==> src/rtl/nfc_command_dispatcher_pkg.sv <==
// nfc_command_dispatcher_pkg: shared types and constants for the ACG command dispatcher
//   dispState_t       one-hot dispatcher FSM state
//   Idle*             pattern the ACG bus carries when no sequencer holds the grant
//   CmdBit*           bit positions of the one-hot ACG command byte
package nfc_command_dispatcher_pkg;

    typedef enum logic [3:0] {
        sIdle   = 4'b0001,
        sActive = 4'b0010,
        sDone   = 4'b0100,
        sTout   = 4'b1000
    } dispState_t;

    localparam logic [7:0]  IdleCommand       = 8'h00;
    localparam logic [2:0]  IdleCommandOption = 3'b000;
    localparam logic [15:0] IdleNumOfData     = 16'h0000;
    localparam logic        IdleCASelect      = 1'b1;
    localparam logic [39:0] IdleCAData        = 40'h00_0000_0000;

    localparam int CmdBitCAOut     = 0;
    localparam int CmdBitDataOut   = 1;
    localparam int CmdBitDataIn    = 2;
    localparam int CmdBitTimer     = 3;
    localparam int CmdBitStatus    = 4;
    localparam int CmdBitReset     = 5;
    localparam int CmdBitSetFeat   = 6;
    localparam int CmdBitGetFeat   = 7;

endpackage

==> src/rtl/nfc_acg_bus_mux.sv <==
// nfc_acg_bus_mux: routes the granted sequencer's ACG fields onto the shared bus
//   iGrant        index of the granted sequencer
//   iActive       grant is live; otherwise the bus carries the idle pattern
//   iCM_*         packed per-sequencer ACG fields, sequencer k in slice k
//   oACG_*        shared ACG bus
module nfc_acg_bus_mux
    import nfc_command_dispatcher_pkg::*;
#(
    parameter int NumberOfWays    = 4,
    parameter int NumOfCmdModules = 4
) (
    input  logic [2:0]                              iGrant,
    input  logic                                    iActive,
    input  logic [8*NumOfCmdModules-1:0]            iCM_Command,
    input  logic [3*NumOfCmdModules-1:0]            iCM_CommandOption,
    input  logic [NumberOfWays*NumOfCmdModules-1:0] iCM_TargetWay,
    input  logic [16*NumOfCmdModules-1:0]           iCM_NumOfData,
    input  logic [NumOfCmdModules-1:0]              iCM_CASelect,
    input  logic [40*NumOfCmdModules-1:0]           iCM_CAData,
    output logic [7:0]                              oACG_Command,
    output logic [2:0]                              oACG_CommandOption,
    output logic [NumberOfWays-1:0]                 oACG_TargetWay,
    output logic [15:0]                             oACG_NumOfData,
    output logic                                    oACG_CASelect,
    output logic [39:0]                             oACG_CAData
);

    always_comb begin
        oACG_Command       = IdleCommand;
        oACG_CommandOption = IdleCommandOption;
        oACG_TargetWay     = '0;
        oACG_NumOfData     = IdleNumOfData;
        oACG_CASelect      = IdleCASelect;
        oACG_CAData        = IdleCAData;
        for (int k = 0; k < NumOfCmdModules; k++) begin
            if (iActive && iGrant == 3'(k)) begin
                oACG_Command       = iCM_Command[8*k +: 8];
                oACG_CommandOption = iCM_CommandOption[3*k +: 3];
                oACG_TargetWay     = iCM_TargetWay[NumberOfWays*k +: NumberOfWays];
                oACG_NumOfData     = iCM_NumOfData[16*k +: 16];
                oACG_CASelect      = iCM_CASelect[k];
                oACG_CAData        = iCM_CAData[40*k +: 40];
            end
        end
    end

endmodule

==> src/rtl/nfc_command_dispatcher.sv <==
// nfc_command_dispatcher: grants the shared ACG bus to one command sequencer at a time
//   iSystemClock / iReset   clock, synchronous active-high reset
//   iCM_Start/LastStep      per-sequencer accept strobe and completion pulse
//   iCM_CMDReady            per-sequencer ready, all must be high for oCMDReady
//   iCM_*                   packed per-sequencer ACG fields
//   oCMDReady               host may issue a command
//   oLastStep / oTimeout    1-cycle pulses: granted command finished / watchdog expired
//   oActiveID / oBusy       granted sequencer index and grant-held flag
//   oCollision              sticky: overlapping or mid-command starts
//   oACG_*                  shared ACG bus
module nfc_command_dispatcher
    import nfc_command_dispatcher_pkg::*;
#(
    parameter int          NumberOfWays    = 4,
    parameter int          NumOfCmdModules = 4,
    parameter int unsigned TimeoutCycles   = 32'd1 << 20
) (
    input  logic                                    iSystemClock,
    input  logic                                    iReset,
    input  logic [NumOfCmdModules-1:0]              iCM_Start,
    input  logic [NumOfCmdModules-1:0]              iCM_LastStep,
    input  logic [NumOfCmdModules-1:0]              iCM_CMDReady,
    input  logic [8*NumOfCmdModules-1:0]            iCM_Command,
    input  logic [3*NumOfCmdModules-1:0]            iCM_CommandOption,
    input  logic [NumberOfWays*NumOfCmdModules-1:0] iCM_TargetWay,
    input  logic [16*NumOfCmdModules-1:0]           iCM_NumOfData,
    input  logic [NumOfCmdModules-1:0]              iCM_CASelect,
    input  logic [40*NumOfCmdModules-1:0]           iCM_CAData,
    output logic                                    oCMDReady,
    output logic                                    oLastStep,
    output logic [2:0]                              oActiveID,
    output logic                                    oBusy,
    output logic                                    oTimeout,
    output logic                                    oCollision,
    output logic [7:0]                              oACG_Command,
    output logic [2:0]                              oACG_CommandOption,
    output logic [NumberOfWays-1:0]                 oACG_TargetWay,
    output logic [15:0]                             oACG_NumOfData,
    output logic                                    oACG_CASelect,
    output logic [39:0]                             oACG_CAData
);

    dispState_t  state;
    logic [2:0]  grant;
    logic [2:0]  startIdx;
    logic [31:0] watchdog;
    logic        lastGranted;
    logic        multiStart;
    logic        wdExpire;

    // Lowest set start bit wins; completion is taken only from the granted sequencer.
    always_comb begin
        startIdx = '0;
        for (int k = NumOfCmdModules - 1; k >= 0; k--)
            if (iCM_Start[k]) startIdx = 3'(k);
        lastGranted = 1'b0;
        for (int k = 0; k < NumOfCmdModules; k++)
            if (grant == 3'(k)) lastGranted = iCM_LastStep[k];
    end

    assign multiStart = $countones(iCM_Start) > 1;
    assign wdExpire   = (TimeoutCycles != 0) && (watchdog == TimeoutCycles - 1);
    assign oCMDReady  = (state == sIdle) & (&iCM_CMDReady);
    assign oActiveID  = grant;

    always_ff @(posedge iSystemClock) begin
        if (iReset) begin
            state      <= sIdle;
            grant      <= '0;
            watchdog   <= '0;
            oLastStep  <= 1'b0;
            oTimeout   <= 1'b0;
            oCollision <= 1'b0;
            oBusy      <= 1'b0;
        end else begin
            oLastStep <= 1'b0;
            oTimeout  <= 1'b0;
            if ((state == sIdle) ? multiStart : |iCM_Start)
                oCollision <= 1'b1;
            case (state)
                sIdle: if (|iCM_Start) begin
                    state    <= sActive;
                    grant    <= startIdx;
                    watchdog <= '0;
                    oBusy    <= 1'b1;
                end
                sActive: begin
                    if (watchdog != '1)
                        watchdog <= watchdog + 32'd1;
                    // Completion takes priority over a simultaneous watchdog expiry.
                    if (lastGranted) begin
                        state     <= sDone;
                        oLastStep <= 1'b1;
                    end else if (wdExpire) begin
                        state    <= sTout;
                        oTimeout <= 1'b1;
                    end
                end
                default: begin
                    state <= sIdle;
                    oBusy <= 1'b0;
                end
            endcase
        end
    end

    nfc_acg_bus_mux #(
        .NumberOfWays   (NumberOfWays),
        .NumOfCmdModules(NumOfCmdModules)
    ) uBusMux (
        .iGrant            (grant),
        .iActive           (state == sActive),
        .iCM_Command       (iCM_Command),
        .iCM_CommandOption (iCM_CommandOption),
        .iCM_TargetWay     (iCM_TargetWay),
        .iCM_NumOfData     (iCM_NumOfData),
        .iCM_CASelect      (iCM_CASelect),
        .iCM_CAData        (iCM_CAData),
        .oACG_Command      (oACG_Command),
        .oACG_CommandOption(oACG_CommandOption),
        .oACG_TargetWay    (oACG_TargetWay),
        .oACG_NumOfData    (oACG_NumOfData),
        .oACG_CASelect     (oACG_CASelect),
        .oACG_CAData       (oACG_CAData)
    );

endmodule

==> config.mk <==
export PLATFORM = sky130hd
export DESIGN_NAME = nfc_command_dispatcher
export DESIGN_NICKNAME = d
export VERILOG_FILES = /design/src/rtl/nfc_command_dispatcher_pkg.sv /design/src/rtl/nfc_acg_bus_mux.sv /design/src/rtl/nfc_command_dispatcher.sv
export SDC_FILE = /design/constraint.sdc
export NUM_CORES = 1
export LEC_CHECK = 0
export CORE_AREA = 5 5 145 147
export CTS_CLUSTER_DIAMETER = 50
export DETAILED_ROUTE_END_ITERATION = 16
export DIE_AREA = 0 0 150 152
export GPL_TIMING_DRIVEN = 0
export HOLD_SLACK_MARGIN = 0.15
export PLACE_DENSITY = 0.61
export SYNTH_ARGS = -nofsm -noshare
export SYNTH_HDL_FRONTEND = slang
export SYNTH_SLANG_ARGS = --single-unit
export TNS_END_PERCENT = 30
==> constraint.sdc <==
create_clock -name iSystemClock -period 6.3 [get_ports iSystemClock]
set_input_delay 0.63 -clock iSystemClock [delete_from_list [all_inputs] [get_ports iSystemClock]]
set_output_delay 0.63 -clock iSystemClock [all_outputs]
set_load 0.05 [all_outputs]
After elaboration in Yosys (flattened, before gate mapping)
Cells that the tools add are included.
W data, S select, Z words.

storage, ports and cells
  output and inout bits = 80
  flip-flop bits (word level) = 43

cells by class
  reduce and logical (&&, ||, !) cells = 14
  bitwise gates (word level) = 2
  eq/ne operators = 10
  add/sub/neg operators = 4
  magnitude comparators = 1
  multiplexer cells = 44

operators with widths
  kind                     number
  $mux W40                 4
  $mux W16                 4
  $mux W32                 2
  $pmux W32 S2             1
  $add A32 B1 Y32 const B  1
  $eq A32 B20 Y1 const B   1
  $mux W8                  4
  $ne A32 B32 Y1 const B   1
  $mux W4                  7
  $mux W3                  6
  $mux W1                  12
  $pmux W4 S2              1
  $eq A3 B2 Y1 const B     2
  $reduce_and A2 Y1        3
  $add A1 B1 Y2            2
  $eq A4 B1 Y1 const B     1
  $eq A4 B2 Y1 const B     1
  $logic_and A1 B1 Y1      4
  $mux W2                  2
  $reduce_and A4 Y1        1
  $reduce_or A4 Y1         1
  $add A2 B2 Y3            1
  $eq A3 B1 Y1 const B     1
  $gt A3 B1 Y1 const B     1
  other kinds (11)         11

Longest topological paths before layout
Gate-level depths: netlist of run 1.

  word-level depth = 7
  depth in mapped cells = 10
  gate-level depth less buffers = 7

By module
From an unflattened synthesis of run 1, not the netlist that was laid out.

unflattened totals
  cell total of the unflattened synthesis = 517
  area, all modules = 4449.3 um^2

modules (own cells, without submodules)
  module                  sequential area each (um^2)  area an instance (um^2)  times used  cells an instance
  nfc_command_dispatcher  840.8                        2283.4                   1           267
  nfc_acg_bus_mux         0.0                          2165.8                   1           250

Least setup slack after synthesis of run 1
OpenSTA, ideal clock, no wires.

  path type = register -> output
  from = register grant[0] (netlist: oActiveID[0])
  to = output oACG_CAData[0]
  cell stages (with the launch flop) = 5
  arrival time = 2.214 ns
  slack = 3.456 ns
  required time = 5.670 ns
  buffers on the path = 2
  path through = dfxtp_1 > clkbuf_1 > buf_2 > mux4_2 > and2_1

on the way
  longest elaborated chain between the ends = 6
  elaborated cells between the ends (all ways) = 12

ends and longest elaborated chain
  item                      line                          RTL
  start: declaration        nfc_command_dispatcher.sv:44  logic [2:0] grant;
  start signal: assignment  nfc_command_dispatcher.sv:83  grant <= startIdx;
  $logic_not A3 Y1          nfc_acg_bus_mux.sv:36         if (iActive && iGrant == 3'(k)) begin
  $logic_and A1 B1 Y1       nfc_acg_bus_mux.sv:36
  $mux W40 (3 in series)    nfc_acg_bus_mux.sv:36
  $mux W40 (*)              nfc_acg_bus_mux.sv:36
  end: declaration          nfc_command_dispatcher.sv:40  output logic [39:0] oACG_CAData

Every way passes the cells marked *; elsewhere a longest branch is shown, timed or not.

Worst setup path in the final report of run 1
  from = register state[2]
  to = output oACG_NumOfData[8]

on the way
  longest elaborated chain between the ends = 6
  elaborated cells between the ends (all ways) = 9

ends and longest elaborated chain
  item                      line                           RTL
  start: declaration        nfc_command_dispatcher.sv:43   dispState_t state;
  start signal: assignment  nfc_command_dispatcher.sv:68   state <= sIdle;
  start signal: assignment  nfc_command_dispatcher.sv:82   state <= sActive;
  start signal: assignment  nfc_command_dispatcher.sv:92   state <= sDone;
  $eq A4 B2 Y1 (*)          nfc_command_dispatcher.sv:112  .iActive (state == sActive),
  $logic_and A1 B1 Y1       nfc_acg_bus_mux.sv:36
  $mux W16 (3 in series)    nfc_acg_bus_mux.sv:36
  $mux W16 (*)              nfc_acg_bus_mux.sv:36
  end: declaration          nfc_command_dispatcher.sv:38   output logic [15:0] oACG_NumOfData,

Marked as above.

==> out/metrics.yaml, run 1 <==
ys.flop_type: "dfxtp_1"
grt_pass1_vias: 5627
grt_use_total: 0.2222
ctsLongestPathBuffers: 2
crit_path_max_fanout: 10
placementRows: 52
dp_hpwl_microns: 23110
relSlewSlack: 0.4390
start_util: 0.2241
routed_wl_microns: 26430
max_cap_viol_count: 0
dp_cells: 1093
tns_ps: 0
p_leak_nw: 2.887
final_nets: 1135
hold_buffers: 0
worstSkewPairLatency_ps: 280
postCtsSetupBuffers: 0
yosysTopAreaCell: "mux4_2"
tightest_slew_ps: 841.6
power_density_nw_per_um2: 144.9
layout-drive-gt1-share: 0.1253
holdWs_ps: 452.8
drtPass1Iterations: 5
synth.top_cell.area_share: 0.3709
crit_chain: "nor4b_2 -> clkbuf_1 -> clkbuf_1 -> and2_1 -> clkdlybuf4s50_1"
grt_first_pass_wirelength_microns: 37470
clk_pin_slew_ps: 60
period_share: 0.6313
layout_commonest_cell: "clkdlybuf4s50_1"
ios: 382
max_clock_freq_ghz: 0.2514
cp-end-kind: "output port"
period_needed_ps: 3977
grt_max_degree: 13
area_growth_pct: 97.18
cts_tree: "yes"
route.detailed.wl_per_inst_microns: 23.96
finClkSkew_ps: 5.037
worst-setup-path-type: "reg -> out"
syn_avg_cell_area_sq_um: 9.984
hold_viol: 0
rsz0062_at_grt: "no"
io_buffers: 379
crit_family: "buffers and inverters"
finalNonFillerCells: 1103
cp_common_cell: "clkbuf_1"
synthCells: 444
ys_top_cells_by_area: "mux4_2 37%, dfxtp_1 19%, and2_1 10%, a21oi_1 3.6%, clkbuf_1 2.4%"
cp_num_buf_inv: 3
timing.rr.end: "watchdog[31]$_SDFFE_PP0P_"
htreeDepth: 2
place_congestion: 0.9252
overflow: 0
crit_end: "oACG_NumOfData[8]"
avgViaCountPerCell: 4.966
async_reset_ff_frac: 0
syn_nets: 749
cp.arrival_ps: 3350
worst-path-stages: 5
slowest_stage: "clkdlybuf4s50_1"
dr_total_vias: 5477
status: "complete, no violations"
start_kind: "register"
antenna_found_initial: 5
critPathMaxStageDelay_ps: 850
placed_area_sq_um: 8564
ys_seq_elements: 42
synth-warning-count: 0
die_area_sq_um: 22800
critical_path_required_ps: 5670
die_x_microns: 150
cts-root-buf: "clkbuf_16"
ctsResizeCount: 0
yosysSeqAreaShare: 0.1897
drv_slew: 0
crit_path_start: "state[2]$_SDFFE_PP0P_"
peakVddDrop_v: 0.0001074
ant_nets: 0
r2r_start: "watchdog[4]$_SDFFE_PP0P_"
synth_edf_count: 0
ff2ff_setup_slack_ps: 3900
layout_common_cells: "379 x clkdlybuf4s50_1, 73 x mux4_2, 72 x and2_1"
synth_area_sq_um: 4433
reg2reg_depth: 6
post-route-cell-area_sq_um: 8741
clock_sinks: 42
drt_iter0_drc: 275
core-area_sq_um: 19780
drc: 0
die_h_microns: 152
min_path_type: "reg -> reg"
setup_viol: 0
numCtsBuffers: 5
ys_types: 50
==> per-stage QoR <==
| step | utilization | setup WS (ps) | power [mW] |
|---|---|---|---|
| floorplan | - | 3456 | 0.6471 |
| global placement | 0.4330 | 2611 | 0.9772 |
| detailed placement | 0.4330 | 2617 | 0.9783 |
| CTS | 0.4415 | 2295 | 1.277 |
| global route | 0.4419 | 2054 | 1.320 |
| finish | 0.4419 | 2323 | 1.267 |
==> final cells by class <==
cell class | count | area (sq um)
fill | 1967 | 11040
timing repair buffer | 379 | 3794
multi-input combinational | 353 | 3383
sequential | 42 | 840.8
tap | 270 | 337.8
buffer | 42 | 182.7
clock buffer | 6 | 138.9
clock inverter | 1 | 30.03
inverter | 7 | 26.28
antenna | 3 | 7.507
==> state kept, by name, summed over array words and instances, names as in the netlist <==
register and flops:
oBusy 1, oCollision 1, oLastStep 1, watchdog 32
state 4, oTimeout 1, oActiveID 2
==> worst min-delay path by stage <==
stage                                        start                        to  depth (start not counted)
after floorplan           watchdog[7]$_SDFFE_PP0P_  watchdog[7]$_SDFFE_PP0P_                          2
after global placement     oCollision$_SDFFE_PP0P_   oCollision$_SDFFE_PP0P_                          2
after detailed placement   oCollision$_SDFFE_PP0P_   oCollision$_SDFFE_PP0P_                          2
after CTS                  oCollision$_SDFFE_PP0P_   oCollision$_SDFFE_PP0P_                          2
after global routing       oCollision$_SDFFE_PP0P_   oCollision$_SDFFE_PP0P_                          2
final                      oCollision$_SDFFE_PP0P_   oCollision$_SDFFE_PP0P_                          2
==> per-layer routing <==
layer	vias up	wire, microns	track usage
li1	2529	-	-
met2	243	14000	0.3938
met5	-	0	0
met1	2685	9919	0.2713
met3	20	2124	0.05898
met4	0	387	0.04227
==> tightest hold or removal path: stages (launching register included) <==
cell,delay [ps]
dfxtp_1,310
inv_1,50
a21oi_1,50
==> Yosys cell counts, types with 2 or more instances <==
master and count:
o21ai_0 16, and3_1 5, a21oi_1 32, clkbuf_1 28
and2_1 72, nand2b_1 4, or3_1 9, nand3_1 13
a31oi_1 10, and4_1 2, nand4_1 13, mux4_2 73
nand4b_1 3, nor2_1 16, o31ai_1 6, mux2i_1 3
dfxtp_1 42, ha_1 2, o211ai_1 4, nor3b_1 2
nor3_1 6, inv_1 7, buf_2 10, or2_2 2
xor2_1 2, or4_1 10, nand2_1 21, nor4_1 9
==> report_power, final <==
group | internal, mW | total, mW | switching (mW)
combinational | 0.366 | 0.689 | 0.323
clock | 0.196 | 0.296 | 0.101
sequential | 0.274 | 0.281 | 0.00748
total | 0.836 | 1.27 | 0.431
==> kinds of logic after synthesis <==
| kind of cell | count (synthesis) | synth area share |
|---|---|---|
| xor gates and xnor gates | 2 | 0.003952 |
| other | 1 | 0.0008459 |
| and+or+nand+nor | 196 | 0.2693 |
| buffers and inverters | 49 | 0.04714 |
| DFF | 42 | 0.1897 |
| AOI/OAI and AO/OA | 74 | 0.09879 |
| muxes | 77 | 0.3802 |
| adders and majority gates | 3 | 0.01016 |
(Power assumes the default switching activity.)
==> inputs of run 2 (changes only) <==
==> constraint.sdc (replaced) <==
create_clock -name iSystemClock -period 3.9 [get_ports iSystemClock]
set_input_delay 0.39 -clock iSystemClock [delete_from_list [all_inputs] [get_ports iSystemClock]]
set_output_delay 0.39 -clock iSystemClock [all_outputs]
set_load 0.05 [all_outputs]
==> out/metrics.yaml, run 2 (synthesized netlist as in run 1, its figures left out) <==
min_path_type: "reg -> reg"
dp_slack_ps: 457.2  # -2160 ps
crit_path_max_fanout: 10  # unchanged
antenna_found_initial: 5  # unchanged
overflow: 0  # unchanged
power_density_nw_per_um2: 234.1  # +62%
route.detailed.wl_per_inst_microns: 23.94  # about the same
place_congestion: 0.9252  # unchanged
dp_hpwl_microns: 23110  # unchanged
power.total_mw: 2.047  # +62%
cp_common_cell: "clkbuf_1"
largest_reg_flops: 32  # unchanged
grt_max_degree: 13  # unchanged
power.internal_mw: 1.350  # +62%
die_h_microns: 152  # unchanged
status: "complete, no violations"
post-route-cell-area_sq_um: 8742  # about the same
avgViaCountPerCell: 4.969  # about the same
rsz0062_at_grt: "no"
drv_slew: 0  # unchanged
numCtsBuffers: 5  # unchanged
clock_sinks: 42  # unchanged
hold_buffers: 0  # unchanged
ant_nets: 0  # unchanged
hold_viol: 0  # unchanged
critical_path_required_ps: 3510  # -2160 ps
ctsResizeCount: 0  # unchanged
critPathMaxStageDelay_ps: 860  # about the same
core-area_sq_um: 19780  # unchanged
max_clock_freq_ghz: 0.2735
crit_chain: "clkbuf_1 -> clkbuf_1 -> mux4_2 -> and2_1 -> clkdlybuf4s50_1"
p_seq_frac: 0.222  # about the same
cts_tree: "yes"
final_nets: 1135  # unchanged
worstSkewPairLatency_ps: 280  # about the same
top_register: "watchdog"
max_cap_viol_count: 0  # unchanged
swShare: 0.3404  # about the same
start_kind: "register"
peakVddDrop_v: 0.0001736  # +62%
setup_viol: 0  # unchanged
layout-drive-gt1-share: 0.1265  # +0.001205
finalNonFillerCells: 1103  # unchanged
drtPass1Iterations: 5  # unchanged
worst-setup-path-type: "reg -> out"
layout_commonest_cell: "clkdlybuf4s50_1"
tightest_slew_ps: 840.7  # -0.8754 ps
p_leak_nw: 2.890  # +0.12%
relSlewSlack: 0.4396  # +0.0005840
final-seq-area_sq_um: 840.8  # unchanged
die_x_microns: 150  # unchanged
io_buffers: 379  # unchanged
start_util: 0.2241  # unchanged
reg2reg_depth: 6  # unchanged
ctsLongestPathBuffers: 2  # unchanged
layout_common_cells: "379 x clkdlybuf4s50_1, 73 x mux4_2, 72 x and2_1"
crit_path_start: "oActiveID[1]$_SDFFE_PP0P_"
dr_total_vias: 5481  # +0.073%
combPwrFrac: 0.544  # about the same
multi_input_area_sq_um: 3383  # unchanged
finalWorstSetupSlack_ps: 243.2  # -2080 ps
cp-end-kind: "output port"
placementRows: 52  # unchanged
area_growth_pct: 97.21  # about the same
htreeDepth: 2  # unchanged
placed_area_sq_um: 8564  # unchanged
drt_iter0_drc: 275  # unchanged
cts-root-buf: "clkbuf_16"
dp_cells: 1093  # unchanged
crit_end: "oACG_Command[1]"
finClkSkew_ps: 5.533  # +0.4960 ps
slowest_stage: "clkdlybuf4s50_1"
period_needed_ps: 3657
timing.rr.end: "watchdog[31]$_SDFFE_PP0P_"
fill_cells: 1966  # -0.051%
tns_ps: 0  # unchanged
die_area_sq_um: 22800  # unchanged
ios: 382  # unchanged
r2r_start: "watchdog[4]$_SDFFE_PP0P_"
p_sw_mw: 0.6966  # +62%
ff2ff_setup_slack_ps: 1530  # -2370 ps
postCtsSetupBuffers: 0  # unchanged
grt_use_total: 0.2222  # unchanged
grt_first_pass_wirelength_microns: 37470  # unchanged
clk_pin_slew_ps: 60  # about the same
drc: 0  # unchanged
cp.arrival_ps: 3270  # -80 ps
clockPowerShare: 0.234  # about the same
grt_pass1_vias: 5627  # unchanged
routed_wl_microns: 26410  # about the same
period_share: 0.9376
-- run 2: cell count changes in the layout (fill, tap and decap cells not counted) --
cell and delta:
clkbuf_1 -1, clkbuf_2 +1
-- run 2: how the worst min path moves through the flow --
| stage | start | to | slack (ps) | depth (start not counted) |
|---|---|---|---|---|
| floorplan | watchdog[7]$_SDFFE_PP0P_ | watchdog[7]$_SDFFE_PP0P_ | 450 | 2 |
| global placement | oCollision$_SDFFE_PP0P_ | oCollision$_SDFFE_PP0P_ | 440 | 2 |
| detailed placement | oCollision$_SDFFE_PP0P_ | oCollision$_SDFFE_PP0P_ | 440 | 2 |
| CTS | oCollision$_SDFFE_PP0P_ | oCollision$_SDFFE_PP0P_ | 450 | 2 |
| global route | oCollision$_SDFFE_PP0P_ | oCollision$_SDFFE_PP0P_ | 480 | 2 |
| finish | oCollision$_SDFFE_PP0P_ | oCollision$_SDFFE_PP0P_ | 450 | 2 |
-- run 2: area by class of cell --
type,instances,area share
clock buffer,6,0.01589
inverter,7,0.003006
clock inverter,1,0.003435
timing repair buffer,379,0.4339
buffer,42,0.02104
antenna,3,0.0008587
multi-input combinational,353,0.3870
tap,270,0.03864
sequential,42,0.09618
-- run 2: power groups by stage --
stage	logic [mW]	clock network [mW]	registers [mW]
detailed placement	1.12	0	0.463
finish	1.11	0.479	0.454
global placement	1.12	0	0.463
global route	1.17	0.503	0.455
floorplan	0.565	0	0.480
CTS	1.12	0.487	0.454
-- run 2: critical path: cells and delay by family, from the launching register on --
family | cells | cell delay, ps
AND/OR/NAND/NOR | 1 | 170
flip-flops | 1 | 380
buffers and inverters | 3 | 2070
multiplexers | 1 | 350
-- run 2: layer usage --
| metal | vias up | wire (microns) | track usage |
|---|---|---|---|
| met5 | - | 0 | 0 |
| met4 | 0 | 408 | 0.04227 |
| met3 | 24 | 2150 | 0.05898 |
| met2 | 247 | 13970 | 0.3938 |
| met1 | 2682 | 9886 | 0.2713 |
| li1 | 2528 | - | - |
-- run 2: stage by stage --
| step | hold WS, ps | utilization |
|---|---|---|
| final | 453.2 | 0.4420 |
| after global routing | 478.3 | 0.4420 |
| after CTS | 453.9 | 0.4415 |
| after detailed placement | 442.0 | 0.4330 |
| after global placement | 441.7 | 0.4330 |
| after floorplan | 451.7 | - |
==> inputs of run 3 (changes only) <==
--- a/config.mk
+++ b/config.mk
@@ -12,6 +12,7 @@
 export GPL_TIMING_DRIVEN = 0
 export HOLD_SLACK_MARGIN = 0.15
 export PLACE_DENSITY = 0.61
+export SLEW_MARGIN = 20
 export SYNTH_ARGS = -nofsm -noshare
 export SYNTH_HDL_FRONTEND = slang
 export SYNTH_SLANG_ARGS = --single-unit
==> results of run 3 <==
The final DEF is identical to that of run 2; final timing and power are the same.
